[src/rtl/mlkem_arbiter.sv]
// Two-requester ownership arbiter for a shared ML-KEM core, with a flush gap driven between owners.
// Define MLKEM_ARB_WDOG_EN to build in the ownership watchdog (TIMEOUT); otherwise abort0/abort1 are tied low.
module mlkem_arbiter #(
   parameter int unsigned GAP_CYCLES = 2,
   parameter logic [7:0]  RESET_CMD  = 8'h01,
   parameter logic [15:0] TIMEOUT    = 16'hFFFF
) (
   input  logic        clk,
   input  logic        rst,
   input  logic        req0,
   input  logic        req1,
   output logic        gnt0,
   output logic        gnt1,
   output logic        abort0,
   output logic        abort1,
   input  logic [7:0]  control0,
   input  logic [7:0]  control1,
   input  logic [63:0] data_in0,
   input  logic [63:0] data_in1,
   input  logic [15:0] add0,
   input  logic [15:0] add1,
   output logic [63:0] data_out0,
   output logic [63:0] data_out1,
   output logic [1:0]  end_op0,
   output logic [1:0]  end_op1,
   output logic [7:0]  control_m,
   output logic [63:0] data_in_m,
   output logic [15:0] add_m,
   input  logic [63:0] data_out_m,
   input  logic [1:0]  end_op_m,
   output logic [1:0]  owner
);

   localparam logic [1:0] IDLE  = 2'b00;
   localparam logic [1:0] OWN0  = 2'b01;
   localparam logic [1:0] OWN1  = 2'b10;
   localparam logic [1:0] FLUSH = 2'b11;

   // Loaded on FLUSH entry; FLUSH lasts until the counter has reached zero, i.e. GAP_CYCLES cycles.
   localparam logic [3:0] GAP_LOAD = 4'(GAP_CYCLES - 1);

   logic [1:0] state_r;
   logic [1:0] state_s;
   logic       rr_r;
   logic       rr_s;
   logic [3:0] flush_cnt_r;
   logic [3:0] flush_cnt_s;
   logic       wd_expire_s;

`ifdef MLKEM_ARB_WDOG_EN
   logic [15:0] wd_cnt_r;
   logic [15:0] wd_cnt_s;
   logic [7:0]  ctl_prev_r;
   logic [7:0]  ctl_next_s;
   logic [7:0]  own_ctl_s;
   logic        own_req_s;
   logic        abort0_r;
   logic        abort1_r;

   // Watchdog next-count and expiry; any change of the owner's command word restarts the count.
   always_comb begin
      own_ctl_s   = 8'h00;
      own_req_s   = 1'b0;
      wd_cnt_s    = 16'h0000;
      wd_expire_s = 1'b0;
      ctl_next_s  = control0;
      case (state_r)
         OWN0: begin
            own_ctl_s = control0;
            own_req_s = req0;
         end
         OWN1: begin
            own_ctl_s = control1;
            own_req_s = req1;
         end
         default: begin
            own_ctl_s = 8'h00;
            own_req_s = 1'b0;
         end
      endcase
      if ((state_r == OWN0) || (state_r == OWN1)) begin
         if (own_ctl_s != ctl_prev_r) begin
            wd_cnt_s = 16'h0000;
         end else begin
            wd_cnt_s = wd_cnt_r + 16'h0001;
         end
         wd_expire_s = own_req_s && (own_ctl_s == ctl_prev_r) && ((wd_cnt_r + 16'h0001) == TIMEOUT);
      end else begin
         wd_cnt_s    = 16'h0000;
         wd_expire_s = 1'b0;
      end
      if (state_s == OWN1) begin
         ctl_next_s = control1;
      end else begin
         ctl_next_s = control0;
      end
   end

   // Watchdog counter, command-word history and one-cycle abort pulses.
   always_ff @(posedge clk) begin
      if (!rst) begin
         wd_cnt_r   <= 16'h0000;
         ctl_prev_r <= 8'h00;
         abort0_r   <= 1'b0;
         abort1_r   <= 1'b0;
      end else begin
         wd_cnt_r   <= wd_cnt_s;
         ctl_prev_r <= ctl_next_s;
         abort0_r   <= wd_expire_s && (state_r == OWN0);
         abort1_r   <= wd_expire_s && (state_r == OWN1);
      end
   end

   assign abort0 = abort0_r;
   assign abort1 = abort1_r;
`else
   assign wd_expire_s = 1'b0;
   assign abort0      = 1'b0;
   assign abort1      = 1'b0;

   // TIMEOUT is only meaningful with the watchdog built in.
   if (TIMEOUT == 16'h0000) begin : g_timeout_unused
   end
`endif

   // Ownership FSM: arbitration only in IDLE, round-robin on contention, fixed flush gap on release.
   always_comb begin
      state_s     = state_r;
      rr_s        = rr_r;
      flush_cnt_s = flush_cnt_r;
      case (state_r)
         IDLE: begin
            if (req0 && (!req1 || !rr_r)) begin
               state_s = OWN0;
               rr_s    = 1'b1;
            end else if (req1) begin
               state_s = OWN1;
               rr_s    = 1'b0;
            end else begin
               state_s = IDLE;
            end
         end
         OWN0: begin
            if (!req0 || wd_expire_s) begin
               state_s     = FLUSH;
               flush_cnt_s = GAP_LOAD;
            end else begin
               state_s = OWN0;
            end
         end
         OWN1: begin
            if (!req1 || wd_expire_s) begin
               state_s     = FLUSH;
               flush_cnt_s = GAP_LOAD;
            end else begin
               state_s = OWN1;
            end
         end
         FLUSH: begin
            if (flush_cnt_r == 4'h0) begin
               state_s = IDLE;
            end else begin
               flush_cnt_s = flush_cnt_r - 4'h1;
            end
         end
         default: begin
            state_s = IDLE;
         end
      endcase
   end

   // State, round-robin pointer and flush counter; reset abandons any operation in flight.
   always_ff @(posedge clk) begin
      if (!rst) begin
         state_r     <= IDLE;
         rr_r        <= 1'b0;
         flush_cnt_r <= 4'h0;
      end else begin
         state_r     <= state_s;
         rr_r        <= rr_s;
         flush_cnt_r <= flush_cnt_s;
      end
   end

   // Core-side and requester-side steering; the non-owner always sees zeros.
   always_comb begin
      control_m = 8'h00;
      data_in_m = 64'h0;
      add_m     = 16'h0000;
      data_out0 = 64'h0;
      data_out1 = 64'h0;
      end_op0   = 2'b00;
      end_op1   = 2'b00;
      case (state_r)
         OWN0: begin
            control_m = control0;
            data_in_m = data_in0;
            add_m     = add0;
            data_out0 = data_out_m;
            end_op0   = end_op_m;
         end
         OWN1: begin
            control_m = control1;
            data_in_m = data_in1;
            add_m     = add1;
            data_out1 = data_out_m;
            end_op1   = end_op_m;
         end
         FLUSH: begin
            control_m = RESET_CMD;
         end
         default: begin
            control_m = 8'h00;
         end
      endcase
   end

   assign gnt0  = (state_r == OWN0);
   assign gnt1  = (state_r == OWN1);
   assign owner = {gnt1, gnt0};

endmodule
[config.mk]
export PLATFORM = sky130hd
export DESIGN_NAME = mlkem_arbiter
export DESIGN_NICKNAME = d
export VERILOG_FILES = /design/src/rtl/mlkem_arbiter.sv
export SDC_FILE = /design/constraint.sdc
export NUM_CORES = 1
export LEC_CHECK = 0
export BUFFER_PORTS_ARGS = -buffer_cell sky130_fd_sc_hd__buf_2
export CAP_MARGIN = 40
export CORE_AREA = 2 2 185 187
export DETAILED_ROUTE_END_ITERATION = 8
export DIE_AREA = 0 0 187 189
export SYNTH_ARGS = -nofsm -noshare
export SYNTH_HDL_FRONTEND = slang
export SYNTH_SLANG_ARGS = --single-unit
[constraint.sdc]
create_clock -name clk -period 3.6 [get_ports clk]
set_input_delay 0.54 -clock clk [delete_from_list [all_inputs] [get_ports clk]]
set_output_delay 0.54 -clock clk [all_outputs]
set_load 0.05 [all_outputs]
Yosys cells after proc, flatten, opt, wreduce, memory -nomap -nowiden:

Index checks and enable logic that the tools add are counted.

* eq/ne operators: 7
* reduce and logical (&&, ||, !) cells: 10
* muxes and demuxes: 19
* add/sub/neg operators: 1

Operators with widths (count)
* $mux W64: 2
* $pmux W64 S2: 1
* $pmux W16 S2: 1
* $pmux W8 S3: 1
* $mux W2: 6
* $mux W4: 3
* $pmux W4 S3: 1
* $ne A2 B2 Y1 const B: 4
* $pmux W2 S4: 1
* $eq A2 B2 Y1 const B: 2
* $logic_not A4 Y1: 1
* $reduce_and A4 Y1: 1
* $sub A4 B1 Y4 const B: 1
* $mux W1: 3
* $reduce_bool A3 Y1: 1
* $eq A2 B1 Y1 const B: 1
* $logic_not A1 Y1: 2
* $logic_not A2 Y1: 1
* $reduce_and A2 Y1: 1
* $reduce_bool A2 Y1: 1
* $logic_and A1 B1 Y1: 1
* $logic_or A1 B1 Y1: 1

* register bits: 7
* output and inout port bits: 226
* input bits: 246
* logic and storage cells: 40

Depth between registers and ports, before layout:

* depth in word-level cells: 5
* gate-level depth with buffers: 7
* depth with buffers taken out: 5

Least setup slack after synthesis:

No wires, ideal clock.

* path type: flip-flop to output port
* start: reg state_r[0]
* end: out add_m[0]
* stages on the path, launching flop included: 8
* data arrival time: 2.468 ns
* path buffers: 3
* setup slack: 0.592 ns
* required time: 3.060 ns
* cells stage by stage: dfxtp_1 inv_1 ha_1 buf_2 clkbuf_1 buf_2 a22oi_1 nor2b_1

* longest elaborated chain between the ends: 2
* elaborated cells between the ends (all ways): 3
* those cells by class: eq/ne: 2; mux: 1

RTL lines
* from (decl): RTL line 42 `logic [1:0] state_r;`
* from (signal assigned): RTL line 179 `state_r <= state_s;`
* $eq A2 B2 Y1
* via gnt1: RTL line 13 `output logic gnt1,`
* $pmux W16 S2: RTL line 194 `case (state_r)`
* to (decl): RTL line 28 `output logic [15:0] add_m,`

The timed path passes the listed nets, and every way through them passes these cells.

Worst setup path after layout:

* start: reg state_r[0]
* end: out control_m[0]

* longest elaborated chain between the ends: 2
* elaborated cells between the ends (all ways): 4
* those cells by class: eq/ne: 3; mux: 1

RTL lines
* $eq A2 B2 Y1 or $eq A2 B1 Y1 (tied branches): RTL line 194
* $pmux W8 S3 *: RTL line 194
* to (decl): RTL line 26 `output logic [7:0] control_m,`

Mark *: on every way between the ends. The rest lies on a longest branch, timed or not.

==> results.md <==
- The final standard cell count with taps included and fillers excluded is 1,295.
- The cell count after placement is 1,291.
- The worst register-to-register path begins at state_r[0].
- The worst hold path class is flip-flop to flip-flop.
- After synthesis the cells add up to 2770 um^2.
- The clock arrives with 0.00119 ns of skew.
- The clock latency on the worst-skew pair is 0.23 ns.
- The initialized floorplan defines 67 standard-cell rows.
- The highest cell delay on the worst timing path is 0.83 ns.
- The count of pins on the block boundary is 472.
- 0 antenna diodes ended up in the layout.
- The worst-case headroom to the max-slew limit is 37.3%.
- At the end of the flow the core is filled with cells to 17.0%.
- The first global-routing pass estimated 23,000 um of wire.
- Yosys mapped a number of flops with a built-in enable equal to 0.
- The timing-limited maximum frequency is 348 MHz.
- The H-tree depth is 1.
- The cell chosen for the clock root is clkbuf_16.
- The overall die width is 187 um.
- The chip height is 189 um.
- In this run the static leakage power is 3.09 nW.
- The multi-input combinational cell area is 2430 um^2.
- The setup-violating endpoint count in the final report is 0.
- The initial utilization of the core area, before any placement, comes to 8.31%.
- TritonCTS built the clock tree.
- The post-route netlist has 57.1% of its cells at a drive strength greater than 1.
- The most instantiated flip-flop cell in the synthesis netlist is dfxtp_1.
- The number of buffers and inverters on the critical path is 2.
- The number of synthesis warnings is 0.
- The global router's overall resource usage is 8.00%.
- Entering global routing, the biggest net connects 82 pins.
- The origin of the worst setup path is state_r[0].
- For this design, the sink count on the clock tree is 7.
- The pin slew with the least headroom to its limit is 0.941 ns.
- The area of the die is 35,300 um^2.
- The number of failing hold endpoints at the final stage was 0.
- The detailed router finished its first iteration with 294 violations.
- Fill cells in the final layout number 3,810.
- The area growth from synthesis to layout is 104%.
- The total overflow left after global routing is 0.
- The number of detailed-routing iterations run before antenna repair is 4.
- The worst hold path begins at flush_cnt_r[0].
- The critical path required time is 3.06 ns.
- Setup repair after global routing left no endpoint under its margin.
- The kind of cell adding the most delay to the critical path is adder cells.
- In this run the number of cells on the critical path is 5.
- Across all layers, the routed design uses 4,715 vias.
- The worst setup path is of the flip-flop to output pin kind.
- The total count of max-transition violations in the final report came to 0.
- Once detail routing completed, the nets flagged for antenna violations numbered 0.
- The number of library cell types mapped by synthesis is 36.
- The worst setup path is captured at an output pin.
- The standard cell with the maximum stage delay on the critical path is ha_2.
- The number of cells produced by synthesis is 418.
- In this run, CTS created clock tree buffers numbering 3.
- The routed wirelength normalized by instance count is 12.4 um.
- In the post-route analysis, the smallest setup slack over all paths is 0.730 ns.
- The via count of the first global-routing pass came to 4,285.
- The share of flip-flops with an asynchronous set or reset is 0%.
- The setup TNS is 0 ns.
- The average via count per standard cell is 3.64.
- The pre-CTS setup slack is 0.974 ns.
- VDD sags by at most 0.493 mV.
- The post-CTS clock slew at the launch and capture registers of the worst setup and hold paths is 0.04 ns.
- Sequential cells were found to cover 5.07% of the synthesized design area.
- The routed design could run at a clock period as short as 2.87 ns.
- The final weighted congestion in routability-driven placement is 0.858.
- The clock passes through at most 2 buffers.
- The DRC violation count after routing is 0.
- Measured in cells, the most critical reg-to-reg path has a length of 6.
- Along the worst hold path, the cell count comes to 1.
- Walking the worst path, the cells encountered are inv_1 > ha_2 > a221oi_1 > nor2_1 > buf_2.
- The number of hold buffers added after CTS was 0.
- In this run the standard cell core region covers 33,300 um^2.
- The register area is 140 um^2.
- Dividing the final minimum period by the clock period gives 79.7%.
- The average cell area after synthesis is 6.62 um^2.
- Across the run, the number of max-cap violations was 0.
- In this run, synthesis produced a sequential element count of 7.
- The total power density per cell area is 1030 nW/um^2.
- The power after layout is 5.79 mW.
- For this block, the routed nets add up to 16,100 um of wire.
- Summed over all nets, the half-perimeter wirelength after detailed placement is 13,600 um.
- The type of origin of the critical path is a flip-flop.
- The final layout net count is 1,103.
- The flow ran to the end, and the final reports show no timing, DRC or antenna violations.
- The initial antenna violation count is 2.
- Data arrives at the worst endpoint at 2.33 ns.
- The number of gates resized after cts is 0.
- In this run the tool buffered the top-level ports with 469 buffer cells.
- Of all nets on the critical path, the largest fanout is 67.
- The post-CTS repair timing setup buffer count is 0.
## Yosys cell counts (2+ instances only)
| library cell | count | area [um^2] |
|---|---|---|
| nand2_1 | 3 | 11.3 |
| buf_2 | 7 | 35.0 |
| o31ai_1 | 2 | 15.0 |
| dfxtp_1 | 7 | 140 |
| inv_1 | 6 | 22.5 |
| a211oi_1 | 2 | 15.0 |
| nor2b_1 | 82 | 513 |
| a22oi_1 | 88 | 661 |
| a21boi_0 | 2 | 15.0 |
| ha_1 | 9 | 113 |
| and2_1 | 132 | 826 |
| a21oi_1 | 2 | 10.0 |
| buf_4 | 4 | 30.0 |
| clkbuf_1 | 39 | 146 |
| nor2_1 | 9 | 33.8 |
| nand4_1 | 4 | 25.0 |
## final cells by class
class	count	area share, %
well taps	448	9.93
flip-flops and latches	7	2.48
inverters	6	0.399
clock buffers	4	1.40
repair buffers	474	42.8
multi-input cells	356	43.0
## flip-flops by register name (all words and copies together) (netlist names)
| register | flops |
|---|---|
| flush_cnt_r | 4 |
| state_r | 2 |
| rr_r | 1 |
## routing by layer
metal	up-vias	global-route usage [%]	routed length, um
met1	2140	9.88	6190
met5	-	0	26
met3	21	1.95	1630
li1	2290	-	-
met4	4	1.89	240
met2	260	14.0	7990
## stage by stage
step                      hold WS [ns]  instance area (um^2)
final                            0.513                  5650
after global routing             0.520                  5650
after global placement           0.485                  5540
after CTS                        0.503                  5650
after floorplan                  0.460                  2770
after detailed placement         0.496                  5570
## report_power, final
part	internal (mW)	total, mW	switching, mW
clock network	0.147	0.190	0.0430
logic	1.44	5.47	4.03
registers	0.0994	0.130	0.0301
## path summary, 6_finish.rpt
| path | endpoint | slack (ns) |
|---|---|---|
| max | control_m[0] | 0.73 |
| max reg2reg | flush_cnt_r[3] | 1.38 |
| min reg2reg | flush_cnt_r[3] | 0.51 |
| min | flush_cnt_r[3] | 0.51 |
## logic make-up after synthesis
logic type / after synthesis / share of synthesized area (%)
simple gates: 238 / 53.0
flops: 7 / 5.07
other cells: 1 / 0.136
fa+ha+maj: 9 / 4.07
buf+inv: 56 / 8.46
compound gates: 107 / 29.3
## cells in the final DEF, fill, tap and decap left out, types with 3 or more instances in the layout
master	Yosys	final
buf_2	7	469
and2_1	132	132
a22oi_1	88	88
nor2b_1	82	82
nor2_1	9	9
dfxtp_1	7	7
inv_1	6	6
ha_1	9	5
nand4_1	4	4
nand2_1	3	3
clkbuf_16	0	3
buf_4	4	3
Note: power is estimated with default switching activity, not from simulation.
